### src/rtl/sccb_arbiter.sv
`default_nettype none
// ============================================================================
// Module   : sccb_arbiter
// Purpose  : Round-robin arbiter that shares one SCCB/I2C byte engine between
//            NUM_REQ requesters. The owner keeps the engine for a whole
//            multi-byte transaction, so transactions never interleave.
// Options  : define SCCB_ARBITER_TIMEOUT_EN to add a watchdog that aborts a
//            transaction when busy fails to rise within BUSY_TIMEOUT cycles.
// Revision : 1.0 - initial release
// ============================================================================
module sccb_arbiter #(
  parameter int NUM_REQ      = 2,
  parameter int BUSY_TIMEOUT = 64
) (
  input  logic                 clk,
  input  logic                 reset,
  input  logic [NUM_REQ-1:0]   req_i,
  input  logic [8*NUM_REQ-1:0] req_data_i,
  input  logic [NUM_REQ-1:0]   req_last_i,
  output logic [NUM_REQ-1:0]   ack_o,
  output logic [NUM_REQ-1:0]   grant_o,
  output logic [NUM_REQ-1:0]   done_o,
  output logic                 i2c_strobe_o,
  output logic [7:0]           i2c_data_o,
  output logic                 i2c_last_o,
  input  logic                 i2c_busy_i,
  output logic                 err_o
);

  localparam int IW = (NUM_REQ > 1) ? $clog2(NUM_REQ) : 1;

  typedef enum logic [1:0] {
    S_IDLE      = 2'd0,
    S_ISSUE     = 2'd1,
    S_WAIT_RISE = 2'd2,
    S_WAIT_FALL = 2'd3
  } state_t;

  state_t             state_q, state_d;
  // last_grant_q doubles as the owner index while a grant is held
  logic [IW-1:0]      last_grant_q, last_grant_d;
  logic [NUM_REQ-1:0] grant_q, grant_d;
  logic [NUM_REQ-1:0] ack_q, ack_d;
  logic [NUM_REQ-1:0] done_q, done_d;
  logic               strobe_q, strobe_d;
  logic [7:0]         data_q, data_d;
  logic               last_q, last_d;

  logic [IW-1:0]      rr_sel;
  logic               rr_valid;
  logic               own_req;
  logic               own_last;
  logic [7:0]         own_data;

`ifdef SCCB_ARBITER_TIMEOUT_EN
  localparam int CW = $clog2(BUSY_TIMEOUT + 1);
  logic [CW-1:0]      cnt_q, cnt_d;
  logic               err_q, err_d;
  assign err_o = err_q;
`else
  assign err_o = 1'b0;
  // Degenerate timeout values are only meaningful with the watchdog built in
  if (BUSY_TIMEOUT < 2) begin : g_timeout_unused
  end
`endif

  assign ack_o        = ack_q;
  assign grant_o      = grant_q;
  assign done_o       = done_q;
  assign i2c_strobe_o = strobe_q;
  assign i2c_data_o   = data_q;
  assign i2c_last_o   = last_q;

  // Round-robin pick: first active request after last_grant, with wrap-around
  always_comb begin
    rr_valid = 1'b0;
    rr_sel   = last_grant_q;
    // Scan from the farthest offset down so the nearest match wins
    for (int k = NUM_REQ; k >= 1; k--) begin
      for (int j = 0; j < NUM_REQ; j++) begin
        if (req_i[j] && (j == ((int'(last_grant_q) + k) % NUM_REQ))) begin
          rr_valid = 1'b1;
          rr_sel   = IW'(j);
        end
      end
    end
  end

  // Select the owner's valid, byte and last flag
  always_comb begin
    own_req  = 1'b0;
    own_last = 1'b0;
    own_data = 8'h00;
    for (int j = 0; j < NUM_REQ; j++) begin
      if (last_grant_q == IW'(j)) begin
        own_req  = req_i[j];
        own_last = req_last_i[j];
        own_data = req_data_i[8*j +: 8];
      end
    end
  end

  // Next-state and registered-output logic of the transaction FSM
  always_comb begin
    state_d      = state_q;
    last_grant_d = last_grant_q;
    grant_d      = grant_q;
    ack_d        = '0;
    done_d       = '0;
    strobe_d     = 1'b0;
    data_d       = data_q;
    last_d       = last_q;
`ifdef SCCB_ARBITER_TIMEOUT_EN
    cnt_d        = cnt_q;
    err_d        = 1'b0;
`endif
    case (state_q)
      S_IDLE: begin
        if (rr_valid) begin
          grant_d         = '0;
          grant_d[rr_sel] = 1'b1;
          last_grant_d    = rr_sel;
          state_d         = S_ISSUE;
        end
      end
      S_ISSUE: begin
        // A stalled owner keeps the grant indefinitely
        if (own_req) begin
          strobe_d = 1'b1;
          ack_d    = grant_q;
          data_d   = own_data;
          last_d   = own_last;
          state_d  = S_WAIT_RISE;
`ifdef SCCB_ARBITER_TIMEOUT_EN
          cnt_d    = '0;
`endif
        end
      end
      S_WAIT_RISE: begin
        if (i2c_busy_i) begin
          state_d = S_WAIT_FALL;
        end
`ifdef SCCB_ARBITER_TIMEOUT_EN
        else if (cnt_q == CW'(BUSY_TIMEOUT - 1)) begin
          // Abort: no done pulse, round-robin pointer left as is
          err_d   = 1'b1;
          grant_d = '0;
          state_d = S_IDLE;
        end else begin
          cnt_d = cnt_q + 1'b1;
        end
`endif
      end
      S_WAIT_FALL: begin
        if (!i2c_busy_i) begin
          if (last_q) begin
            done_d  = grant_q;
            grant_d = '0;
            state_d = S_IDLE;
          end else begin
            state_d = S_ISSUE;
          end
        end
      end
      default: state_d = S_IDLE;
    endcase
  end

  // State and output registers, asynchronously cleared
  always_ff @(posedge clk or posedge reset) begin
    if (reset) begin
      state_q      <= S_IDLE;
      last_grant_q <= IW'(NUM_REQ - 1);
      grant_q      <= '0;
      ack_q        <= '0;
      done_q       <= '0;
      strobe_q     <= 1'b0;
      data_q       <= 8'h00;
      last_q       <= 1'b0;
`ifdef SCCB_ARBITER_TIMEOUT_EN
      cnt_q        <= '0;
      err_q        <= 1'b0;
`endif
    end else begin
      state_q      <= state_d;
      last_grant_q <= last_grant_d;
      grant_q      <= grant_d;
      ack_q        <= ack_d;
      done_q       <= done_d;
      strobe_q     <= strobe_d;
      data_q       <= data_d;
      last_q       <= last_d;
`ifdef SCCB_ARBITER_TIMEOUT_EN
      cnt_q        <= cnt_d;
      err_q        <= err_d;
`endif
    end
  end

endmodule
`default_nettype wire
### config.mk
export PLATFORM = sky130hd
export DESIGN_NAME = sccb_arbiter
export DESIGN_NICKNAME = d
export VERILOG_FILES = /design/src/rtl/sccb_arbiter.sv
export SDC_FILE = /design/constraint.sdc
export NUM_CORES = 1
export LEC_CHECK = 0
export ABC_CLOCK_PERIOD_IN_PS = 2600
export BUFFER_PORTS_ARGS = -buffer_cell sky130_fd_sc_hd__buf_2
export CAP_MARGIN = 10
export CORE_UTILIZATION = 49
export CTS_CLUSTER_DIAMETER = 200
export DETAILED_ROUTE_END_ITERATION = 12
export GPL_ROUTABILITY_DRIVEN = 0
export GPL_TIMING_DRIVEN = 1
export PLACE_DENSITY = 0.83
export SETUP_SLACK_MARGIN = 0.1
export SYNTH_ARGS = -nofsm -noshare
export SYNTH_HDL_FRONTEND = slang
export SYNTH_SLANG_ARGS = --single-unit
### constraint.sdc
create_clock -name clk -period 2.6 [get_ports clk]
set_input_delay 0 -clock clk [delete_from_list [all_inputs] [get_ports clk]]
set_output_delay 0 -clock clk [all_outputs]
set_load 0.01 [all_outputs]
==> results of run 1 <==
-- worst max-delay path: stages, from the launching register on --
cell and delay, ns:
dfstp_2 0.77, mux2i_1 0.25, nand2b_1 0.53, o21ai_0 0.19
-- final cells by class --
type	instances	area share (%)
Sequential cell	19	40.1
Tap cell	25	2.63
Clock buffer	4	2.21
Inverter	7	2.21
Timing Repair Buffer	42	19.4
Multi-Input combinational cell	58	33.5
-- worst paths after layout --
kind	from	to	cells past startpoint
worst min-delay path	req_data_i[1]	i2c_data_o[1]	3
worst min register to register	i2c_data_o[2]	i2c_data_o[2]	2
max in group asynchronous	reset	i2c_data_o[1]	3
min in group asynchronous	reset	i2c_strobe_o	3
worst max-delay path	last_grant_q	i2c_data_o[6]	3
worst max register to register	last_grant_q	i2c_data_o[6]	3
-- metal layers --
| layer | routed length [um] | vias up | track usage (%) |
|---|---|---|---|
| met5 | 0 | - | 0 |
| met4 | 0 | 0 | 5.29 |
| met3 | 81 | 0 | 3.57 |
| met1 | 776 | 330 | 21.6 |
| met2 | 831 | 22 | 26.5 |
| li1 | - | 377 | - |
-- cells by family (layout without fill, tap and decap cells) --
| kind of cell | Yosys count | count (layout) | synth area share (%) |
|---|---|---|---|
| other | 1 | 1 | 0.397 |
| buffers and inverters | 12 | 53 | 7.29 |
| AND/OR/NAND/NOR | 25 | 25 | 13.0 |
| adder cells (fa/ha/maj) | 4 | 4 | 5.31 |
| AO/OA/AOI/OAI | 14 | 14 | 8.36 |
| multiplexers | 14 | 14 | 15.1 |
| flip-flops | 19 | 19 | 50.5 |
-- placed cells by master, fill, tap and decap left out --
cell type,instances
buf_2,38
dfrtp_1,18
mux2i_1,12
nand2_1,11
o21ai_0,8
inv_1,6
nor2_1,4
ha_1,4
dlygate4sd3_1,4
clkbuf_4,3
o21ai_1,2
and3_1,2
nor2b_2,1
nor2b_1,1
nor3b_1,1
mux2_2,1
a21oi_1,1
a31oi_1,1
nand3_1,1
mux2_1,1
nand4b_1,1
a2111oi_0,1
nor3_1,1
a221oi_1,1
nand2b_1,1
inv_2,1
and2_1,1
conb_1,1
clkbuf_1,1
dfstp_2,1
-- state kept, by name (all words and copies together) (netlist names) --
name / cells
done_o: 2
ack_o: 2
state_q: 2
i2c_last_o: 1
i2c_data_o: 8
i2c_strobe_o: 1
grant_o: 2
last_grant_q: 1
-- power groups by stage --
stage	Sequential [mW]	Clock, mW	Combinational (mW)
finish	0.530	0.141	0.533
global route	0.546	0.157	0.608
CTS	0.530	0.147	0.538
detailed placement	0.536	0	0.527
global placement	0.529	0	0.513
floorplan	0.530	0	0.396
-- through the flow --
step / hold slack, ns / util, % / cells / area, um2
after CTS: 0.000156 / 67.4 / 155 / 1190
after floorplan: -0.0496 / - / 89 / 943
final: 0.00444 / 67.4 / 155 / 1190
after detailed placement: 0.137 / 63.6 / 147 / 1120
after global routing: 0.000956 / 67.4 / 155 / 1190
after global placement: 0.128 / 63.6 / 147 / 1120
-- timing repair --
item	4_1_cts	5_1_grt
setup endpoints to repair	0	0
buffers inserted	0	0
endpoints found under the hold margin	20	0
hold buffers	4	0
==> results.json, run 1 <==
{
  "clk_latency_ns": 0.28,
  "max_slew_margin_pct": 53.8,
  "post_cts_resized": 0,
  "ys_types": 29,
  "synthFlopType": "dfrtp_1",
  "crit_type": "flip-flop to flip-flop",
  "core_area_mm2": 0.00176,
  "area_growth_syn_to_layout_pct": 26.0,
  "synth_cells": 89,
  "cp-start-kind": "flip-flop",
  "wl_per_cell_um": 10.9,
  "synth_most_common_cell": "dfrtp_1",
  "irDropWorstVdd_mv": 0.690,
  "track_usage_pct": 16.4,
  "status": "completed",
  "first_iter_violations": 8,
  "max_freq_ghz": 0.530,
  "die_x_um": 45.9,
  "fin_crit_sh_pct": 72.6,
  "synthArstFlopShare_pct": 100,
  "min_path_type": "input port to flip-flop",
  "crit_required_ns": 2.74,
  "syn_nets": 116,
  "total_power_mw": 1.20,
  "ys_top_cells_by_area": "dfrtp_1 (48%), mux2i_1 (13%), ha_1 (5.3%), nand2_1 (4.4%), o21ai_0 (4.2%)",
  "clock-sinks": 19,
  "seq_power_share_pct": 44.0,
  "clkPwrFrac_pct": 11.7,
  "grt_pass1_vias": 597,
  "post-route-drc-count": 0,
  "yosysTopAreaCellShare_pct": 47.7,
  "num_io_pins": 40,
  "clockBufferDepth": 2,
  "endpoint_kind": "flip-flop",
  "drt-pass1-iter-count": 4,
  "skew_ns": 0.00173,
  "arrival_ns": 2.03,
  "switching_share_pct": 38.3,
  "grt_max_degree": 21,
  "vias": 729,
  "cts_buffers": 3,
  "synth_area_um2": 943,
  "ys_warn_count": 0,
  "synth_seq_area_share_pct": 50.5,
  "rows": 15,
  "r2r_slack_ns": 0.71,
  "cap_violations": 0,
  "synth_edf_count": 0,
  "hpwl_um": 1300,
  "multiInputGateArea_um2": 398,
  "die_h_um": 45.9,
  "setup_tns_ns": 0,
  "drv_slew": 0,
  "worstMarginPinSlew_ns": 0.693,
  "synth-seq-cells": 19,
  "port_buffers": 38,
  "routed_wirelength_um": 1690,
  "hold_viol": 0,
  "final_antenna_net_count": 0,
  "worst_slack_ns": 0.712,
  "nets": 158,
  "synth_commonest_cells": "dfrtp_1 (18), mux2i_1 (12), nand2_1 (11)",
  "p_leak_nw": 0.676,
  "power.internal_mw": 0.743,
  "p_per_area_mw_per_mm2": 1010,
  "grt_overflow": 0,
  "grt_pass1_wl_um": 2460,
  "register_area_um2": 477,
  "worstPathMaxFanout": 20,
  "drive_gt1_share_pct": 34.6,
  "combPwrFrac_pct": 44.2,
  "rsz0062_at_grt": "false",
  "n_antenna_cell": 0,
  "via_per_inst": 4.70,
  "post-route-min-period_ns": 1.89,
  "antenna_found_initial": 0,
  "die-area_mm2": 0.00210,
  "synth_area_per_cell_um2": 10.6,
  "place_ws_ns": 0.730,
  "n_fill_cell": 158,
  "setup_viol": 0,
  "cts-root-buf": "clkbuf_4",
  "cts_htree_levels": 1,
  "cts_tree": "built",
  "yosysTopAreaCell": "dfrtp_1",
  "p_sw_mw": 0.461,
  "cts.clk_slew.worst_paths_ns": 0.10,
  "initial_core_util_pct": 53.5
}
No activity file was read; power rests on OpenSTA's default activity.
==> run 2: changes to the inputs <==
--- a/config.mk
+++ b/config.mk
@@ -5,15 +5,15 @@
 export SDC_FILE = /design/constraint.sdc
 export NUM_CORES = 1
 export LEC_CHECK = 0
-export ABC_CLOCK_PERIOD_IN_PS = 2600
+export ABC_CLOCK_PERIOD_IN_PS = 1700
 export BUFFER_PORTS_ARGS = -buffer_cell sky130_fd_sc_hd__buf_2
 export CAP_MARGIN = 10
-export CORE_UTILIZATION = 49
+export CORE_UTILIZATION = 41
 export CTS_CLUSTER_DIAMETER = 200
 export DETAILED_ROUTE_END_ITERATION = 12
 export GPL_ROUTABILITY_DRIVEN = 0
 export GPL_TIMING_DRIVEN = 1
-export PLACE_DENSITY = 0.83
+export PLACE_DENSITY = 0.74
 export SETUP_SLACK_MARGIN = 0.1
 export SYNTH_ARGS = -nofsm -noshare
 export SYNTH_HDL_FRONTEND = slang
==> constraint.sdc (replaced) <==
create_clock -name clk -period 1.7 [get_ports clk]
set_input_delay 0 -clock clk [delete_from_list [all_inputs] [get_ports clk]]
set_output_delay 0 -clock clk [all_outputs]
set_load 0.01 [all_outputs]
==> results.json, run 2 (same netlist as run 1, synthesis figures left out) <==
{
  "initial_core_util_pct": 43.1,
  "routed_wirelength_um": 1940,
  "track_usage_pct": 17.2,
  "crit_family": "flip-flops",
  "holdWs_ns": 0.00579,
  "cts.clk_slew.worst_paths_ns": 0.10,
  "crit_type": "flip-flop to flip-flop",
  "status": "completed",
  "cap_violations": 0,
  "fin_util_pct": 58.7,
  "die-area_mm2": 0.00250,
  "drv_slew": 0,
  "fin_crit_sh_pct": 91.1,
  "nets": 166,
  "drive_gt1_share_pct": 38.4,
  "final_common_cell": "buf_2",
  "critPathMaxStageDelay_ns": 0.44,
  "die_x_um": 50.0,
  "r2r_slack_ns": 0.15,
  "area_growth_syn_to_layout_pct": 36.2,
  "wl_per_cell_um": 11.7,
  "p_per_area_mw_per_mm2": 1540,
  "irDropWorstVdd_mv": 0.820,
  "cp_slowest_cell": "dfrtp_1",
  "hpwl_um": 1430,
  "vias": 800,
  "rows": 17,
  "post-route-min-period_ns": 1.55,
  "skew_ns": 0.00225,
  "endpoint_kind": "flip-flop",
  "grt_max_degree": 20,
  "die_h_um": 50.0,
  "final_antenna_net_count": 0,
  "cts-root-buf": "clkbuf_4",
  "port_buffers": 38,
  "path_cells": "inv_1 -> ha_4 -> nor2_1 -> nor3b_2 -> mux2_2",
  "clockBufferDepth": 2,
  "worstPathMaxFanout": 7,
  "clk_latency_ns": 0.29,
  "cts_buffers": 3,
  "arrival_ns": 1.73,
  "antenna_found_initial": 0,
  "cts_tree": "built",
  "worst-path-buf-inv": 1,
  "via_per_inst": 4.82,
  "core_area_mm2": 0.00219,
  "r2r.worst_path.cells": 5,
  "grt_pass1_vias": 745,
  "cts_htree_levels": 1,
  "final_cell_mix": "buf_2 (38), dfrtp_1 (18), mux2i_1 (12)",
  "max_slew_margin_pct": 53.9,
  "clock-sinks": 19,
  "drt-pass1-iter-count": 4,
  "hold_viol": 0,
  "crit_cells": 5,
  "n_antenna_cell": 0,
  "max_freq_ghz": 0.646,
  "rsz0062_at_grt": "true",
  "grt_pass1_wl_um": 3130,
  "cp-start-kind": "flip-flop",
  "grt_overflow": 0,
  "min_path_type": "input port to flip-flop",
  "crit_required_ns": 1.88,
  "setup_viol": 0,
  "p_leak_nw": 0.714,
  "setup_tns_ns": 0,
  "worstHoldPathCells": 3,
  "worstMarginPinSlew_ns": 0.691,
  "first_iter_violations": 10,
  "post-route-drc-count": 0,
  "largest_reg_flops": 8,
  "num_io_pins": 40
}
run 2: tightest hold or removal path: cells and delay by family:
family	cells	cell delay, ns
multiplexers	1	0.05
buffers and inverters	1	0.07
AO/OA/AOI/OAI	1	0.14
run 2: metal layers:
metal  up-vias  GRT usage (%)  share of wire [%]
met1       376           17.5                 39
met5         -              0                  0
met4         0           7.62               0.82
met2        25           30.0                 54
met3         2           7.72                6.2
li1        397              -                  -
run 2: final cells by class:
class | instances | area [um2]
sequential | 19 | 477
inverter | 7 | 26.3
fill | 189 | 906
multi-input combinational | 58 | 419
tap | 28 | 35.0
clock inverter | 1 | 5.00
timing repair buffer | 50 | 300
clock buffer | 3 | 22.5
run 2: what timing repair did:
| item | 4_1_cts | 5_1_grt |
|---|---|---|
| setup endpoints to repair | 1 | 3 |
| resized for setup | 2 | 3 |
| buffers inserted | 0 | 1 |
| hold buffers | 8 | 0 |
| endpoints found under the hold margin | 23 | 0 |
run 2: metrics by stage:
step | setup WS, ns | instance area, um2 | power [mW] | cells
floorplan | 0.200 | 943 | 1.42 | 89
global placement | 0.139 | 1150 | 1.63 | 153
detailed placement | 0.0337 | 1150 | 1.69 | 153
CTS | 0.115 | 1260 | 1.94 | 165
global route | 0.0797 | 1280 | 2.16 | 166
finish | 0.151 | 1280 | 1.98 | 166
run 2: final timing paths:
kind | end | from
setup / recovery | grant_o[1] | state_q[0]
hold / removal | i2c_data_o[4] | req_data_i[4]
setup reg to reg | grant_o[1] | state_q[0]
hold reg to reg | i2c_data_o[2] | i2c_data_o[2]
max in group asynchronous | state_q[1] | reset
min in group asynchronous | i2c_last_o | reset
run 2: power breakdown:
group	switching [mW]	leakage [nW]	internal (mW)
Clock	0.130	0.0177	0.0874
Combinational	0.516	0.456	0.486
Sequential	0.121	0.241	0.641
